## config.mk

```make
export PLATFORM = sky130hd
export DESIGN_NAME = mem_access_unit
export DESIGN_NICKNAME = d
export VERILOG_FILES = /design/src/rtl/mem_access_pkg.sv /design/src/rtl/mem_access_unit_lane_align.sv /design/src/rtl/mem_access_unit.sv
export SDC_FILE = /design/constraint.sdc
export NUM_CORES = 1
export LEC_CHECK = 0
export CAP_MARGIN = 20
export CORE_ASPECT_RATIO = 0.75
export CORE_MARGIN = 2
export CORE_UTILIZATION = 39
export CTS_BUF_LIST = sky130_fd_sc_hd__clkbuf_8
export CTS_CLUSTER_DIAMETER = 40
export CTS_CLUSTER_SIZE = 24
export DETAILED_ROUTE_END_ITERATION = 7
export GPL_TIMING_DRIVEN = 0
export PLACE_DENSITY_LB_ADDON = 0.05
export SETUP_SLACK_MARGIN = 0.15
export SYNTH_ARGS = -nofsm -noshare
export SYNTH_HDL_FRONTEND = slang
export SYNTH_HIERARCHICAL = 1
export SYNTH_SLANG_ARGS = --single-unit
```

## constraint.sdc

```tcl
create_clock -name CLK -period 6.99 [get_ports CLK]
set_input_delay 0.699 -clock CLK [delete_from_list [all_inputs] [get_ports CLK]]
set_output_delay 0.699 -clock CLK [all_outputs]
set_load 0.1 [all_outputs]
```

## src/rtl/mem_access_pkg.sv

```systemverilog
// Shared encodings and request checks for the load/store unit and its lane aligner.
package mem_access_pkg;

    localparam int unsigned XLEN              = 32;
    localparam int unsigned MEM_BYTES_DEFAULT = 64;

    typedef enum logic [1:0] {
        SZ_BYTE    = 2'b00,
        SZ_HALF    = 2'b01,
        SZ_WORD    = 2'b10,
        SZ_ILLEGAL = 2'b11
    } size_e;

    typedef enum logic [2:0] {
        IDLE   = 3'd0,
        RD     = 3'd1,
        RMW_RD = 3'd2,
        WR     = 3'd3,
        RESP   = 3'd4
    } state_e;

    typedef struct packed {
        logic            write;
        size_e           size;
        logic            sign_ext;
        logic [XLEN-1:0] addr;
        logic [XLEN-1:0] wdata;
    } req_t;

    function automatic logic [2:0] size_bytes(input size_e size);
        logic [2:0] n;
        case (size)
            SZ_BYTE: n = 3'd1;
            SZ_HALF: n = 3'd2;
            SZ_WORD: n = 3'd4;
            default: n = 3'd0;
        endcase
        return n;
    endfunction

    // Illegal size, misalignment, or any byte beyond the RAM makes a request an error.
    function automatic logic req_error(input size_e size, input logic [XLEN-1:0] addr,
                                       input int unsigned mem_bytes);
        logic          err;
        logic [XLEN:0] end_addr;
        end_addr = {1'b0, addr} + (XLEN+1)'(size_bytes(size));
        case (size)
            SZ_BYTE: err = 1'b0;
            SZ_HALF: err = addr[0];
            SZ_WORD: err = (addr[1:0] != 2'b00);
            default: err = 1'b1;
        endcase
        if (end_addr > (XLEN+1)'(mem_bytes)) begin
            err = 1'b1;
        end
        return err;
    endfunction

endpackage

```

## src/rtl/mem_access_unit_lane_align.sv

```systemverilog
// Big-endian lane extraction/extension for loads and byte-lane merge for sub-word stores.
module mem_lane_align
    import mem_access_pkg::*;
(
    input  size_e           size_i,
    input  logic            sign_ext_i,
    input  logic [1:0]      offset_i,
    input  logic [XLEN-1:0] mem_word_i,
    input  logic [XLEN-1:0] store_data_i,
    output logic [XLEN-1:0] load_data_c_o,
    output logic [XLEN-1:0] merged_word_c_o
);

    localparam int unsigned BYTE_W = 8;
    localparam int unsigned HALF_W = 16;

    logic [4:0]        byte_shift;
    logic [BYTE_W-1:0] byte_lane;
    logic [HALF_W-1:0] half_lane;

    // Byte offset 0 sits in the most significant lane.
    assign byte_shift = {~offset_i, 3'b000};
    assign byte_lane  = mem_word_i[byte_shift +: BYTE_W];
    assign half_lane  = offset_i[1] ? mem_word_i[HALF_W-1:0] : mem_word_i[XLEN-1:HALF_W];

    always_comb begin
        load_data_c_o   = '0;
        merged_word_c_o = mem_word_i;
        case (size_i)
            SZ_BYTE: begin
                load_data_c_o = {{(XLEN-BYTE_W){sign_ext_i & byte_lane[BYTE_W-1]}}, byte_lane};
                merged_word_c_o[byte_shift +: BYTE_W] = store_data_i[BYTE_W-1:0];
            end
            SZ_HALF: begin
                load_data_c_o = {{(XLEN-HALF_W){sign_ext_i & half_lane[HALF_W-1]}}, half_lane};
                if (offset_i[1]) begin
                    merged_word_c_o[HALF_W-1:0] = store_data_i[HALF_W-1:0];
                end else begin
                    merged_word_c_o[XLEN-1:HALF_W] = store_data_i[HALF_W-1:0];
                end
            end
            SZ_WORD: begin
                load_data_c_o   = mem_word_i;
                merged_word_c_o = store_data_i;
            end
            default: begin
                load_data_c_o   = '0;
                merged_word_c_o = mem_word_i;
            end
        endcase
    end

endmodule

```

## src/rtl/mem_access_unit.sv

```systemverilog
// Single-outstanding load/store unit in front of a word-wide RAM with negedge-commit writes.
module mem_access_unit
    import mem_access_pkg::*;
#(
    parameter int unsigned MEM_BYTES = MEM_BYTES_DEFAULT
) (
    input  logic            CLK,
    input  logic            RSTn,
    input  logic            reqValid,
    output logic            reqReady,
    input  logic            reqWrite,
    input  logic [1:0]      reqSize,
    input  logic            reqSigned,
    input  logic [XLEN-1:0] reqAddr,
    input  logic [XLEN-1:0] reqWData,
    output logic            respValid,
    output logic [XLEN-1:0] respRData,
    output logic            respErr,
    output logic [XLEN-1:0] memAddress,
    output logic [XLEN-1:0] memWriteData,
    output logic            memRead,
    output logic            memWrite,
    input  logic [XLEN-1:0] memDataOut
);

    state_e          state_q, state_d;
    req_t            req_q, req_d;
    logic            err_q, err_d;
    logic [XLEN-1:0] rdata_q, rdata_d;
    logic            ready_q, ready_d;
    logic            resp_valid_q, resp_valid_d;
    logic            resp_err_q, resp_err_d;
    logic [XLEN-1:0] resp_rdata_q, resp_rdata_d;
    logic            mem_read_q, mem_read_d;
    logic            mem_write_q, mem_write_d;
    logic [XLEN-1:0] mem_addr_q, mem_addr_d;
    logic [XLEN-1:0] mem_wdata_q, mem_wdata_d;

    req_t            req_in_c;
    logic            req_err_c;
    logic [XLEN-1:0] load_data_c;
    logic [XLEN-1:0] merged_word_c;

    assign req_in_c  = '{write: reqWrite, size: size_e'(reqSize), sign_ext: reqSigned,
                         addr: reqAddr, wdata: reqWData};
    assign req_err_c = req_error(req_in_c.size, reqAddr, MEM_BYTES);

    mem_lane_align u_lane_align (
        .size_i          (req_q.size),
        .sign_ext_i      (req_q.sign_ext),
        .offset_i        (req_q.addr[1:0]),
        .mem_word_i      (memDataOut),
        .store_data_i    (req_q.wdata),
        .load_data_c_o   (load_data_c),
        .merged_word_c_o (merged_word_c)
    );

    // Next state plus registered copies of every output, decoded from the upcoming state.
    always_comb begin
        state_d     = state_q;
        req_d       = req_q;
        err_d       = err_q;
        rdata_d     = rdata_q;
        mem_wdata_d = '0;
        case (state_q)
            IDLE: begin
                if (reqValid && ready_q) begin
                    req_d   = req_in_c;
                    err_d   = req_err_c;
                    rdata_d = '0;
                    if (req_err_c) begin
                        state_d = RESP;
                    end else if (!reqWrite) begin
                        state_d = RD;
                    end else if (req_in_c.size == SZ_WORD) begin
                        state_d     = WR;
                        mem_wdata_d = reqWData;
                    end else begin
                        state_d = RMW_RD;
                    end
                end
            end
            RD: begin
                rdata_d = load_data_c;
                state_d = RESP;
            end
            RMW_RD: begin
                mem_wdata_d = merged_word_c;
                state_d     = WR;
            end
            WR:      state_d = RESP;
            RESP:    state_d = IDLE;
            default: state_d = IDLE;
        endcase

        ready_d      = (state_d == IDLE);
        mem_read_d   = (state_d == RD) || (state_d == RMW_RD);
        mem_write_d  = (state_d == WR);
        mem_addr_d   = (mem_read_d || mem_write_d) ? {req_d.addr[XLEN-1:2], 2'b00} : '0;
        // The pulse lands in the IDLE cycle after RESP, which is also open for a new request.
        resp_valid_d = (state_q == RESP);
        resp_err_d   = (state_q == RESP) && err_q;
        resp_rdata_d = (state_q == RESP) ? rdata_q : '0;
    end

    always_ff @(posedge CLK or negedge RSTn) begin
        if (!RSTn) begin
            state_q      <= IDLE;
            req_q        <= '0;
            err_q        <= 1'b0;
            rdata_q      <= '0;
            ready_q      <= 1'b0;
            resp_valid_q <= 1'b0;
            resp_err_q   <= 1'b0;
            resp_rdata_q <= '0;
            mem_read_q   <= 1'b0;
            mem_write_q  <= 1'b0;
            mem_addr_q   <= '0;
            mem_wdata_q  <= '0;
        end else begin
            state_q      <= state_d;
            req_q        <= req_d;
            err_q        <= err_d;
            rdata_q      <= rdata_d;
            ready_q      <= ready_d;
            resp_valid_q <= resp_valid_d;
            resp_err_q   <= resp_err_d;
            resp_rdata_q <= resp_rdata_d;
            mem_read_q   <= mem_read_d;
            mem_write_q  <= mem_write_d;
            mem_addr_q   <= mem_addr_d;
            mem_wdata_q  <= mem_wdata_d;
        end
    end

    assign reqReady     = ready_q;
    assign respValid    = resp_valid_q;
    assign respErr      = resp_err_q;
    assign respRData    = resp_rdata_q;
    assign memRead      = mem_read_q;
    assign memWrite     = mem_write_q;
    assign memAddress   = mem_addr_q;
    assign memWriteData = mem_wdata_q;

endmodule

```

==> results of run 1 <==
## worst register-to-register path, cell delays in order (launching register included)
cell	delay [ns]
dfrtp_1	0.45
nor2_1	0.14
nand3_1	0.15
nor2_1	0.82
clkbuf_1	0.41
clkbuf_1	0.75
mux2_2	0.42
## per-layer routing
layer  GRT usage  wire length, um  vias up  share of wire
met5           0                0        -              0
met4      0.0543              613        0          0.018
met3      0.0685             3090       37          0.092
met2       0.327            12900      353           0.38
met1       0.411            17000     4178           0.51
li1            -                -     3858              -
## worst paths after layout
| kind | end |
|---|---|
| worst max-delay path | memWriteData[15] |
| worst min-delay path | memAddress[24] |
| worst max register to register | req_q[18] |
| worst min register to register | respRData[14] |
| max in group asynchronous | rdata_q[8] |
| min in group CLK | respRData[14] |
## kinds of logic after synthesis
| logic type | count (synthesis) |
|---|---|
| and+or+nand+nor | 336 |
| AOI/OAI and AO/OA | 212 |
| DFF | 202 |
| muxes | 90 |
| buffers and inverters | 73 |
| adders and majority gates | 9 |
| xor gates and xnor gates | 8 |
| other | 1 |
## layout make-up
| type | count | area, sq um |
|---|---|---|
| Fill cell | 2322 | 11900 |
| Sequential cell | 202 | 5050 |
| Multi-Input combinational cell | 657 | 4470 |
| Timing Repair Buffer | 202 | 2040 |
| Tap cell | 338 | 423 |
| Clock buffer | 27 | 372 |
| Clock inverter | 23 | 313 |
| Buffer | 68 | 298 |
| Inverter | 5 | 18.8 |
## power by group
part / switching [W] / internal, W
Sequential: 0.0000924 / 0.00127
Clock: 0.000533 / 0.000583
Combinational: 0.000493 / 0.000380
## through the flow
step | setup WS (ns) | instances
floorplan | 3.58 | 932
detailed placement | 1.84 | 1472
global placement | -3.51 | 1470
finish | 2.19 | 1522
global route | 1.95 | 1522
CTS | 2.41 | 1522
## registers in the layout, summed over array words and instances (netlist names)
signal        cells
req_q            67
memWriteData     32
rdata_q          32
respRData        32
memAddress       30
state_q           3
err_q             1
memRead           1
memWrite          1
reqReady          1
respErr           1
respValid         1
## cell usage in the layout (no fill, tap or decap), drive strengths merged, types with 4 or more instances in the layout
| master | n |
|---|---|
| a21boi | 10 |
| and2 | 37 |
| a22oi | 9 |
| bufinv | 5 |
| nand4 | 42 |
| o2bb2ai | 7 |
| inv | 12 |
| nand2b | 11 |
| xor2 | 4 |
| o21ai | 95 |
| clkdlybuf4s50 | 199 |
| a221o | 25 |
| a22o | 16 |
| nor2b | 13 |
| nor2 | 16 |
| xnor2 | 4 |
| a21oi | 13 |
| clkbuf | 71 |
| nand3 | 17 |
| or2 | 4 |
| nor3b | 4 |
| nor3 | 9 |
| mux2 | 77 |
| and3 | 28 |
| clkinv | 8 |
| nand3b | 5 |
| dfrtp | 202 |
| mux2i | 13 |
| a32o | 4 |
| nand2 | 129 |
| buf | 27 |
| a21o | 4 |
| ha | 8 |
==> run metrics, run 1 <==
multiplexer area fraction after synthesis 0.102; Synth Area in Simple Gates 0.183; Ys Warns 6; CTS Buf Count 27; gr usage total 0.253; largest family of logic cells by synthesized area simple AND/OR/NAND/NOR gates; DIE WIDTH 187 um; LEAKAGE 5.38 nW; number of synthesized register bits 202; hold_buf cts 0; Power per Cell Area 258 mW/mm^2; CP cell instances clkdlybuf4s50_1 > nor2b_1 > ha_1 > a21oi_1 > or4_1 > clkbuf_1 > nor2_1 > or4b_1 > a211oi_2 > buf_2 > nand4_1 > o21ai_1; Crit path depth 12; initial antenna violation count 1; total power 0.00335 W; Synth Area in Compound Gates 0.150; Buf+Inv Stages, Crit Path 3; fmax 208 MHz; count of final hold-check violations 0; setup tns final 0 ns; syn avg cell area 10.6 sq um; num ports 204; xor and xnor area share after synthesis 0.00712; Critical Path Start Type input pin; Least-Margin Pin Slew 1.10 ns; min-delay worst type in2async; Syn Std Cell Area 0.00983 sq mm; H-tree depth 1; Final min period 4.80 ns; top-count cell post-synth dfrtp_1; DRC 0; max-slew violation count 0; PostCTS Resize Cnt 0; Yosys top cell by area dfrtp_1; Clock Root Buffer clkbuf_8; Initial DRT Pass Iterations 5; Worst EP arrival 5.24 ns; status completed; Crit path largest cell delay 0.64 ns; Cell variety after synth 73; die extent in y 142 um; peak supply drop 0.000122 V; top cell family by delay on the critical path buffers and inverters; RSZ-0062 raised after global routing false; post-route ant nets 0; Clk Latency, worst-skew pair 0.58 ns; gpl congestion 0.957; full die area 0.0265 sq mm; setup slack, reg-to-reg 3.74 ns; main flop type after synthesis dfrtp_1; Worst setup EP type flop; layout cells sized above 1 0.142; setup violators final 0; final cell utilization of the core 0.523; pin count of the biggest net entering global routing 119; critical path class in2reg; Starting DRT DRC Count 658; Syn-to-layout area delta 32.0%; R2R depth 6; R2R Path Start state_q[0]; EDFF count, synth 0; total of max-cap violations 0; Clock transition at path regs 0.08 ns; final instance area 0.0130 sq mm; CP required 7.44 ns; via count 8426; Placed Area 0.0123 sq mm; slowest CP cell a211oi_2; post-synthesis cell count 931; hold slack 0.207 ns; Row Count 50; Core ar. 0.0248 sq mm; CTS tree built; routed wire length 33600 um; period utilisation layout 0.686; Port Buffers 200; vias in the first global route 7942; Synth top area share 0.514; initial core utilization 0.396; top post-synthesis cells by count dfrtp_1 (202), nand2_1 (129), mux2_2 (77), o21ai_0 (59), clkbuf_1 (44); Vias/cell 5.54; Clock Tree Buf Depth 3; Worst slew margin 0.266; clk sinks 202; gr ovfl total 0; clock skew 0.0180 ns; Layout Nets 1275; Synth async-reset ratio 1.00; Synth area leaders dfrtp_1 (51%), mux2_2 (8.8%), nand2_1 (4.9%); Post-DP HPWL 25400 um; Antenna Cells 0; Worst Setup SP reqSize[1]; Post-Synth Adder-Cell Area 0.0122; Seq/Total Area, Yosys 0.514; first-pass GRT wire length 50700 um; crit-path max FO 10; setup bufs post-CTS 0; per-cell routed wire length 22.1 um
(Power assumes the default switching activity.)
==> run 2, diff against run 1 <==
- clock period: 6.99 -> 4.27 ns (I/O delays scaled with it)
==> run metrics, run 2 (synthesis results as in run 1) <==
Vias/cell 5.53 (was 5.54); gr ovfl total 0 (unchanged); count of final hold-check violations 0 (unchanged); max reg flops 67 (unchanged); H-tree depth 1 (unchanged); gpl congestion 0.957 (unchanged); first-pass GRT wire length 50800 um (was 50700 um); status completed (unchanged); max-slew violation count 0 (unchanged); num ports 204 (unchanged); Worst Hold Launch reqAddr[12]; via count 8438 (was 8426); Post-DP HPWL 25400 um (unchanged); DRC 0 (unchanged); Clk Latency, worst-skew pair 0.58 ns (about the same); die extent in y 142 um (unchanged); pre-CTS WS -0.606 ns (was 1.84 ns); critical path class in2reg (unchanged); R2R Path Start state_q[0] (unchanged); total of max-cap violations 0 (unchanged); Initial DRT Pass Iterations 5 (unchanged); clock skew 0.0175 ns (was 0.0180 ns); Core ar. 0.0248 sq mm (unchanged); Power per Cell Area 422 mW/mm^2 (was 258 mW/mm^2); setup violators final 0 (unchanged); period utilisation layout 0.904; Final min period 3.86 ns; initial core utilization 0.396 (unchanged); gr usage total 0.254 (was 0.253); Port Buffers 200 (unchanged); final setup margin 0.411 ns (was 2.19 ns); Syn-to-layout area delta 32.4% (was 32.0%); commonest non-fill, non-tap cell in the layout dfrtp_1 (unchanged); peak supply drop 0.000198 V (was 0.000122 V); clk sinks 202 (unchanged); DIE WIDTH 187 um (unchanged); Clock transition at path regs 0.08 ns (about the same); Row Count 50 (unchanged); min-delay worst type in2reg (was in2async); Reg with most FFs req_q (unchanged); post-route ant nets 0 (unchanged); layout cells sized above 1 0.146 (was 0.142); per-cell routed wire length 22.1 um (about the same); R2R depth 6 (unchanged); Clock Root Buffer clkbuf_8 (unchanged); full die area 0.0265 sq mm (unchanged); Critical Path Start Type input pin (unchanged); LEAKAGE 5.40 nW (was 5.38 nW); CP required 4.71 ns (was 7.44 ns); Least-Margin Pin Slew 1.13 ns (was 1.10 ns); CTS tree built (unchanged); RSZ-0062 raised after global routing false (unchanged); Worst EP arrival 4.30 ns (was 5.24 ns); pin count of the biggest net entering global routing 119 (unchanged); Worst Hold End req_q[44]; Worst slew margin 0.246 (was 0.266); Starting DRT DRC Count 685 (was 658); crit-path max FO 10 (unchanged); CTS Buf Count 27 (unchanged); hold path depth 2; initial antenna violation count 1 (unchanged); routed wire length 33700 um (was 33600 um); Antenna Cells 0 (unchanged); terminus of the critical flop-to-flop path req_q[22] (was req_q[18]); setup tns final 0 ns (unchanged); vias in the first global route 7969 (was 7942); Clock Tree Buf Depth 3 (unchanged); total power 0.00549 W (was 0.00335 W); Worst setup EP type flop (unchanged); fmax 259 MHz; setup slack, reg-to-reg 1.03 ns (was 3.74 ns); Layout Nets 1278 (was 1275); commonest cells after routing, fill and taps aside dfrtp_1 (202), clkdlybuf4s50_1 (199), nand2_1 (129), mux2_2 (77), o21ai_0 (59) (unchanged)
==> run 2: changes by cell type in the layout (fill, tap and decap cells not counted), sizes merged <==
cell         previous run  this run
buf                    27        29
dlygate4sd3             0         1
==> run 2: power by group <==
group,internal [W],switching (W),total [W]
combinational,0.000623,0.000804,0.00143
sequential,0.00208,0.000152,0.00224
clock,0.000954,0.000875,0.00183
total,0.00366,0.00183,0.00549
==> run 2: metrics by stage <==
step,utilization,hold WS [ns],std cells,instance area (sq um)
2_1_floorplan,-,0.131,932,9840
5_1_grt,0.524,0.416,1525,13000
4_1_cts,0.524,0.389,1523,13000
3_5_place_dp,0.495,0.468,1472,12300
6_report,0.524,0.421,1525,13000
3_3_place_gp,0.494,0.467,1470,12300
==> run 2: layout make-up <==
class,instances,area (sq um)
fill,2320,11800
multi-input combinational,657,4480
buffer,68,299
inverter,5,18.8
tap,338,423
clock inverter,23,313
clock buffer,27,372
timing repair buffer,205,2060
sequential,202,5050
==> run 2: repair_timing <==
action,4_1_cts,5_1_grt
pin swaps,0,1
resized for setup,2,3
hold endpoints to repair,98,0
hold buffers,1,0
setup endpoints to repair,13,42
buffers inserted,0,2
==> run 2: worst max-delay path, stage by stage <==
cell	delay, ns
clkdlybuf4s50_1	0.57
nor2_1	0.07
ha_1	0.22
fa_1	0.44
a21oi_2	0.28
or4_1	0.18
clkbuf_2	0.24
nor2_1	0.08
or4b_1	0.59
a211oi_4	0.37
buf_2	0.35
nand4_1	0.13
o21ai_1	0.34
==> run 2: per-layer routing <==
layer	wire length [um]	GRT usage
met1	17000	0.412
met5	0	0
met4	623	0.0543
met2	13000	0.329
met3	3050	0.0665
==> run 2: how the worst max path moves through the flow <==
stage,slack [ns],endpoint,from
4_1_cts,0.22,memWriteData[15],reqSize[1]
3_3_place_gp,-5.96,respRData[8],RSTn
5_1_grt,0.18,memWriteData[15],reqSize[1]
3_5_place_dp,-0.61,memWriteData[15],reqSize[1]
6_report,0.41,memWriteData[15],reqSize[1]
2_1_floorplan,1.13,err_q,reqSize[0]
